## src/rtl/opcode_class_encoder.sv

```systemverilog
// Buffered class/variant -> canonical opcode byte encoder with a small FIFO.
// Optional round-trip self-check on pop: define OPENC_SELFCHECK_EN.
module opcode_class_encoder #(
    parameter int DEPTH = 4,
    parameter int CNT_W = 8
) (
    input  logic                     clk,
    input  logic                     reset_n,
    input  logic                     in_valid,
    output logic                     in_ready,
    input  logic [2:0]               in_class,
    input  logic [1:0]               in_var,
    output logic                     out_valid,
    input  logic                     out_ready,
    output logic [7:0]               out_byte,
    output logic [$clog2(DEPTH):0]   occupancy,
    output logic [CNT_W-1:0]         drop_cnt,
    output logic [CNT_W-1:0]         rej_cnt,
    output logic                     chk_err
);

    localparam int AW = $clog2(DEPTH);
`ifdef OPENC_SELFCHECK_EN
    localparam int EW = 11;
`else
    localparam int EW = 8;
`endif
    localparam logic [AW:0]      PTR_ONE = {{AW{1'b0}}, 1'b1};
    localparam logic [AW:0]      FULL_XOR = {1'b1, {AW{1'b0}}};
    localparam logic [CNT_W-1:0] CNT_ONE = {{(CNT_W-1){1'b0}}, 1'b1};

    logic [EW-1:0] mem [DEPTH];
    logic [AW:0]   wr_ptr, rd_ptr;
    logic [7:0]    last_byte, enc_byte;
    logic [EW-1:0] head, entry;
    logic          full, empty, accept, push, pop, is_drop, is_rej;

    // Handshake: a transfer happens on a rising edge where valid & ready are
    // both high; valid never waits on ready, and in_ready ignores out_ready.
    assign full      = (wr_ptr ^ rd_ptr) == FULL_XOR;
    assign empty     = wr_ptr == rd_ptr;
    assign in_ready  = !full & reset_n;
    assign accept    = in_valid & in_ready;
    assign is_drop   = in_class == 3'b000;
    assign is_rej    = !in_class[2] && !is_drop;
    assign push      = accept & in_class[2];
    assign out_valid = !empty;
    assign pop       = out_valid & out_ready;
    assign occupancy = wr_ptr - rd_ptr;
    assign head      = mem[rd_ptr[AW-1:0]];
    assign out_byte  = empty ? last_byte : head[7:0];

    always_comb begin
        enc_byte = 8'h00;
        case (in_class)
            3'b100: enc_byte = in_var[0] ? 8'hBC : 8'hB0;
            3'b101: enc_byte = in_var[0] ? 8'hB2 : 8'hB4;
            3'b110: enc_byte = in_var[0] ? 8'h91 : 8'h90;
            3'b111: begin
                case (in_var)
                    2'd0:    enc_byte = 8'h98;
                    2'd1:    enc_byte = 8'h9A;
                    2'd2:    enc_byte = 8'h9E;
                    default: enc_byte = 8'h9F;
                endcase
            end
            default: enc_byte = 8'h00;
        endcase
    end

`ifdef OPENC_SELFCHECK_EN
    assign entry = {in_class, enc_byte};
`else
    assign entry = enc_byte;
`endif

    always_ff @(posedge clk) begin
        if (push) mem[wr_ptr[AW-1:0]] <= entry;
    end

    always_ff @(posedge clk or negedge reset_n) begin
        if (!reset_n) begin
            wr_ptr    <= '0;
            rd_ptr    <= '0;
            last_byte <= 8'h00;
            drop_cnt  <= '0;
            rej_cnt   <= '0;
        end else begin
            if (push) wr_ptr <= wr_ptr + PTR_ONE;
            if (pop) begin
                rd_ptr    <= rd_ptr + PTR_ONE;
                last_byte <= head[7:0];
            end
            if (accept && is_drop && drop_cnt != '1) drop_cnt <= drop_cnt + CNT_ONE;
            if (accept && is_rej && rej_cnt != '1) rej_cnt <= rej_cnt + CNT_ONE;
        end
    end

`ifdef OPENC_SELFCHECK_EN
    logic [2:0] dec_class;

    // Canonical decode of the byte leaving the FIFO, independent of the encoder.
    always_comb begin
        dec_class = 3'b000;
        case (head[7:0])
            8'hB0, 8'hBC:                             dec_class = 3'b100;
            8'hB4, 8'hB2:                             dec_class = 3'b101;
            8'h90, 8'h91:                             dec_class = 3'b110;
            8'h98, 8'h99, 8'h9A, 8'h9B, 8'h9E, 8'h9F: dec_class = 3'b111;
            default:                                  dec_class = 3'b000;
        endcase
    end

    always_ff @(posedge clk or negedge reset_n) begin
        if (!reset_n) chk_err <= 1'b0;
        else if (pop && dec_class != head[10:8]) chk_err <= 1'b1;
    end
`else
    assign chk_err = 1'b0;
`endif

endmodule

```

## config.mk

```make
export PLATFORM = sky130hd
export DESIGN_NAME = opcode_class_encoder
export DESIGN_NICKNAME = d
export VERILOG_FILES = /design/src/rtl/opcode_class_encoder.sv
export SDC_FILE = /design/constraint.sdc
export NUM_CORES = 1
export LEC_CHECK = 0
export ABC_AREA = 1
export BUFFER_PORTS_ARGS = -buffer_cell sky130_fd_sc_hd__buf_2
export CAP_MARGIN = 20
export CORE_MARGIN = 1.5
export CORE_UTILIZATION = 60
export CTS_CLUSTER_DIAMETER = 40
export CTS_CLUSTER_SIZE = 28
export DETAILED_ROUTE_END_ITERATION = 12
export HOLD_SLACK_MARGIN = 0.06
export PLACE_DENSITY = 0.79
export REMOVE_ABC_BUFFERS = 1
export SLEW_MARGIN = 5
export SYNTH_ARGS = -nofsm -noshare
export SYNTH_HDL_FRONTEND = slang
export SYNTH_SLANG_ARGS = --single-unit
```

## constraint.sdc

```tcl
create_clock -name clk -period 3.58 [get_ports clk]
set_input_delay 0.179 -clock clk [delete_from_list [all_inputs] [get_ports clk]]
set_output_delay 0.179 -clock clk [all_outputs]
set_load 0.005 [all_outputs]
```

Word-level counts from Yosys, hierarchy flattened --
Memories as Yosys holds them, arrays and structs flattened. Cells that the tools add are included.
Operators by class: $add $sub $neg 5, bitwise gates (word level) 5, reduce and logical (&&, ||, !) cells 11, mux-type cells 8, eq/ne operators 10
Operators by type and width (count):
- case mux 8 bit (4 select lines) | 1
- adder 8 x 1 -> 8 bit, second input constant | 2
- inequality test 8 bit, second input constant | 2
- == test 3 bit, second input constant | 5
- case mux 3 bit (3 select lines) | 1
- 2-to-1 mux 8 bit | 1
- adder 3 x 1 -> 3 bit, second input constant | 2
- logical AND 1 bit | 5
- AND 1 bit | 4
- logical NOT 1 bit | 4
- 2-to-1 mux 4 bit | 1
- == test 3 bit | 1
- logical NOT 3 bit | 1
- 2-to-1 mux 1 bit | 3
- 2-to-1 mux 3 bit | 1
- subtractor 3 bit | 1
- bitwise XOR 3 bit | 1
- == test 2 x 1 -> 1 bit, second input constant | 1
- == test 2 bit, second input constant | 1
- logical NOT 2 bit | 1
Word-level totals: input bits 9, memories 1, register bits 30, memory bits (writable) 32, output and inout bits 30
Memory list:
- mem | depth 4, bits a word 8, rd ports 1, clocked after memory_dff 0, write ports 1, RTL line 32 | logic [EW-1:0] mem [DEPTH];

Depth between registers and ports, before layout --
depth in word-level cells 8, mapped depth 11, gate-level depth less buffers 9

Worst setup path after synthesis --
No wires, ideal clock.
path kind register -> register, start reg rd_ptr[1], end mem mem[0][0] (enable), slack 1.421 ns, clock period less this slack 2.159 ns, buffers on the path 1, arrival 1.809 ns, cell stages (with the launch flop) 9, library setup time 0.350 ns, required time 3.230 ns, path through dfrtp_1 > buf_1 > inv_1 > ha_1 > nand2_1 > inv_1 > nand3_2 > nand4_4 > nor2_1
Between the ends: longest elaborated chain between the ends 8
RTL lines:
- from (decl) | RTL line 33 | logic [AW:0] wr_ptr, rd_ptr;
- from (signal assigned) | RTL line 91 | rd_ptr <= rd_ptr + PTR_ONE;
- bitwise XOR 3 bit | RTL line 40 | assign full = (wr_ptr ^ rd_ptr) == FULL_XOR;
- == test 3 bit | RTL line 40
- logical NOT 1 bit | RTL line 42 | assign in_ready = !full & reset_n;
- AND 1 bit | RTL line 42
- AND 1 bit | RTL line 43 | assign accept = in_valid & in_ready;
- AND 1 bit | RTL line 46 | assign push = accept & in_class[2];
- 2-to-1 mux 1 bit | RTL line 78 | if (push) mem[wr_ptr[AW-1:0]] <= entry;
- 2-to-1 mux 1 bit (implied by the code) | RTL line 78
- to (decl) | RTL line 32
No other way between the ends.

Final worst setup path --
start reg rd_ptr[1], end out out_byte[4]
Between the ends: longest elaborated chain between the ends 2
RTL lines:
- memory (4 x 8 bit) / == test 3 bit (equally long branches)
- 2-to-1 mux 8 bit (*) | RTL line 51 | assign out_byte = empty ? last_byte : head[7:0];
- to (decl) | RTL line 15 | output logic [7:0] out_byte,
Every way passes the cells marked *; elsewhere a longest branch is shown, timed or not.

==> metrics.txt <==
overall die height 71.65 um; count of endpoints failing hold in the final timing report 0; cell depth of the worst flop-to-flop path 6; Synth cell types 33; shortest period the worst path allows 2.329 ns; initial antenna violation count 0; top_reg_cell synth dfrtp_1; Filler Cell Count 353; I/O Pins 39; DIE WIDTH 71.65 um; Core Box Area 4444 um2; maximum capacitance violations 0; gr ovfl total 0; relative area change from synthesis to final layout 10.04%; Detail Route met2 WL 2374 um; areal power density over the cells 593.0 nW/um2; global-route wire length before repair 8411 um; total of flip-flops plus latches after synthesis 52; sequential cell area fraction in the yosys report 50.27%; Netlist Area Pre-Place 2828 um2; insertion delay of the later-clocked pin in the worst-skew pair 0.31 ns; hold buffer count at CTS 1; path type of the worst setup path reg2out; largest fanout on the critical path 15; die outline area 5134 um2; Root Buffer clkbuf_8; static leakage power 1.512 nW; sum of met3 wire segment lengths after detailed routing 213 um; ratio of cells with drive above 1 in the final layout 17.43%; number of cells upsized or downsized after cts 0; GP Congestion 0.8721; final net count 368; routed length on met1 2380 um; Slew Limit Fails 0; diode insertion count for antenna repair 0; highest attainable clock frequency 0.4294 GHz; post-route fraction of the period consumed by the critical path 65.04%; worst vdd ir 0.3098 mV; total of endpoints with negative setup slack in the final report 0; post-route antenna net violation count 0; EDFF count, synth 24; post-detailed-route DRC marker count 0; number of setup buffers added after CTS 0; Hold Path Cell Cnt 3; worst hold slack across all endpoints 0.1727 ns; number of warnings reported in the yosys synthesis log 0; fraction of registers with async set or reset after synthesis 53.85%; via count 2079; skew final 0.01015 ns; area leader, netlist edfxtp_1; Total Routing Usage GR 21.55%; run status finished, final reports clean; TritonCTS clock tree built; cell types with the largest area share after synthesis edfxtp_1 (25%), dfrtp_1 (25%), nand2_1 (9.3%), inv_1 (6.9%), nand3_1 (5.1%); CTS sink count 52; largest net degree at the start of global routing 22; Worst Path Required 3.40 ns; Initial DRC Count 76; crit end category output port; WP data arrival 2.15 ns; RSZ-0062 raised after global routing false; CP Launch Type flop; portion of synthesized cell area occupied by the leading cell type 25.49%; number of levels in the clock H-tree 2; Worst Max-Slew Pin Slew 0.9893 ns; number of rows in the core area 24; half-perimeter wire length of the detailed placement result 3783 um; wirelength, routed 5077 um; quantity of I/O buffers inserted on ports 36; effective utilization at floorplan 63.63%; average cell area after synthesis 9.034 um2; Total Negative Setup Slacks 0 ns; Inserted Clock Buffers 5; first-pass detailed-route iteration total 6; routed length per instance 12.63 um; number of global-route vias before repair 1951; Longest Clk Path Bufs 2; max-slew headroom at the worst pin 33.21%; worst hold path class in2reg; Total Power Consumption 1.845 mW; Via-to-Cell Ratio 5.172; highest metal layer used by the detailed router met4; cells after synthesis 313; clock slew at the register clock pins of the worst setup and hold paths 0.09 ns
==> power by group <==
part / switching (mW) / total, mW / internal (mW)
logic: 0.414 / 0.710 / 0.296
clock network: 0.192 / 0.329 / 0.137
registers: 0.0947 / 0.806 / 0.711
==> per-stage QoR <==
| step | utilization [%] | cell area [um2] | setup WS (ns) | instances |
|---|---|---|---|---|
| 4_1_cts | 70.02 | 3112 | 1.237 | 402 |
| 2_1_floorplan | - | 2764 | 1.562 | 304 |
| 3_5_place_dp | 67.88 | 3017 | 1.294 | 393 |
| 5_1_grt | 70.02 | 3112 | 1.053 | 402 |
| 3_3_place_gp | 67.88 | 3017 | 1.372 | 393 |
| 6_report | 70.02 | 3112 | 1.251 | 402 |
==> sequential cells by signal, indices dropped and copies added (netlist names) <==
signal	flops
mem	24
rej_cnt	8
rd_ptr	3
last_byte	6
drop_cnt	8
wr_ptr	3
==> worst paths after layout <==
| check | startpoint | to | slack [ns] |
|---|---|---|---|
| max | rd_ptr[1]$_DFFE_PN0P_ | out_byte[4] | 1.25 |
| max reg2reg | rd_ptr[0]$_DFFE_PN0P_ | mem[3][0]$_DFFE_PP_ | 1.28 |
| max in group asynchronous | reset_n | rej_cnt[7]$_DFFE_PN0P_ | 2.64 |
| min | out_ready | rd_ptr[2]$_DFFE_PN0P_ | 0.17 |
| min in group asynchronous | reset_n | last_byte[4]$_DFFE_PN0P_ | 0.33 |
| min reg2reg | last_byte[1]$_DFFE_PN0P_ | last_byte[1]$_DFFE_PN0P_ | 0.49 |
==> layer usage <==
| layer | track usage [%] | up-vias |
|---|---|---|
| li1 | - | 1083 |
| met1 | 26.78 | 936 |
| met2 | 35.91 | 48 |
| met3 | 5.485 | 12 |
| met4 | 9.015 | 0 |
| met5 | 0 | - |
==> kinds of logic after synthesis <==
| family | share of synthesized area (%) |
|---|---|
| compound gates | 10.09 |
| other cells | 0.1326 |
| flops | 50.27 |
| simple gates | 22.74 |
| fa+ha+maj | 4.690 |
| buf+inv | 9.292 |
| xor+xnor | 2.788 |
==> synthesized netlist by cell type (3+ instances only) <==
| master | instances |
|---|---|
| xor2_1 | 7 |
| ha_1 | 9 |
| edfxtp_1 | 24 |
| nor2_1 | 12 |
| o21bai_1 | 16 |
| buf_4 | 3 |
| buf_2 | 3 |
| dfrtp_1 | 28 |
| nand3_1 | 29 |
| o21ai_1 | 7 |
| nand2_1 | 70 |
| o21ai_0 | 14 |
| inv_1 | 52 |
| nand2_2 | 4 |
| a21oi_1 | 9 |
==> area by class of cell <==
class	instances	area (um2)	area share, %
Clock buffer	6	72.57	2.332
Clock inverter	2	12.51	0.4021
Multi-Input combinational cell	200	1147	36.87
Timing Repair Buffer	38	197.7	6.353
Sequential cell	52	1421	45.68
Inverter	52	195.2	6.273
Tap cell	52	65.06	2.091
==> worst max-delay path, cell delays in order (launching register included) <==
cell and delay, ns:
dfrtp_1 0.63, inv_1 0.12, ha_1 0.29, nand2_1 0.05, inv_1 0.11, nand2_4 0.08, inv_1 0.24, nand2_1 0.08
o21ai_1 0.09, buf_2 0.13
==> cells in the final DEF, fill, tap and decap left out, types with 4 or more instances in the layout <==
master    synthesis  final
nand3_1          29     29
clkbuf_8          0      5
inv_1            52     52
xor2_1            7      7
nand2_2           4      4
o21bai_1         16     16
edfxtp_1         24     24
dfrtp_1          28     28
buf_2             3     36
a21oi_1           9      9
nor2_1           12     12
nand2_1          70     70
ha_1              9      9
o21ai_1           7      7
o21ai_0          14     14
(Power assumes the default switching activity.)
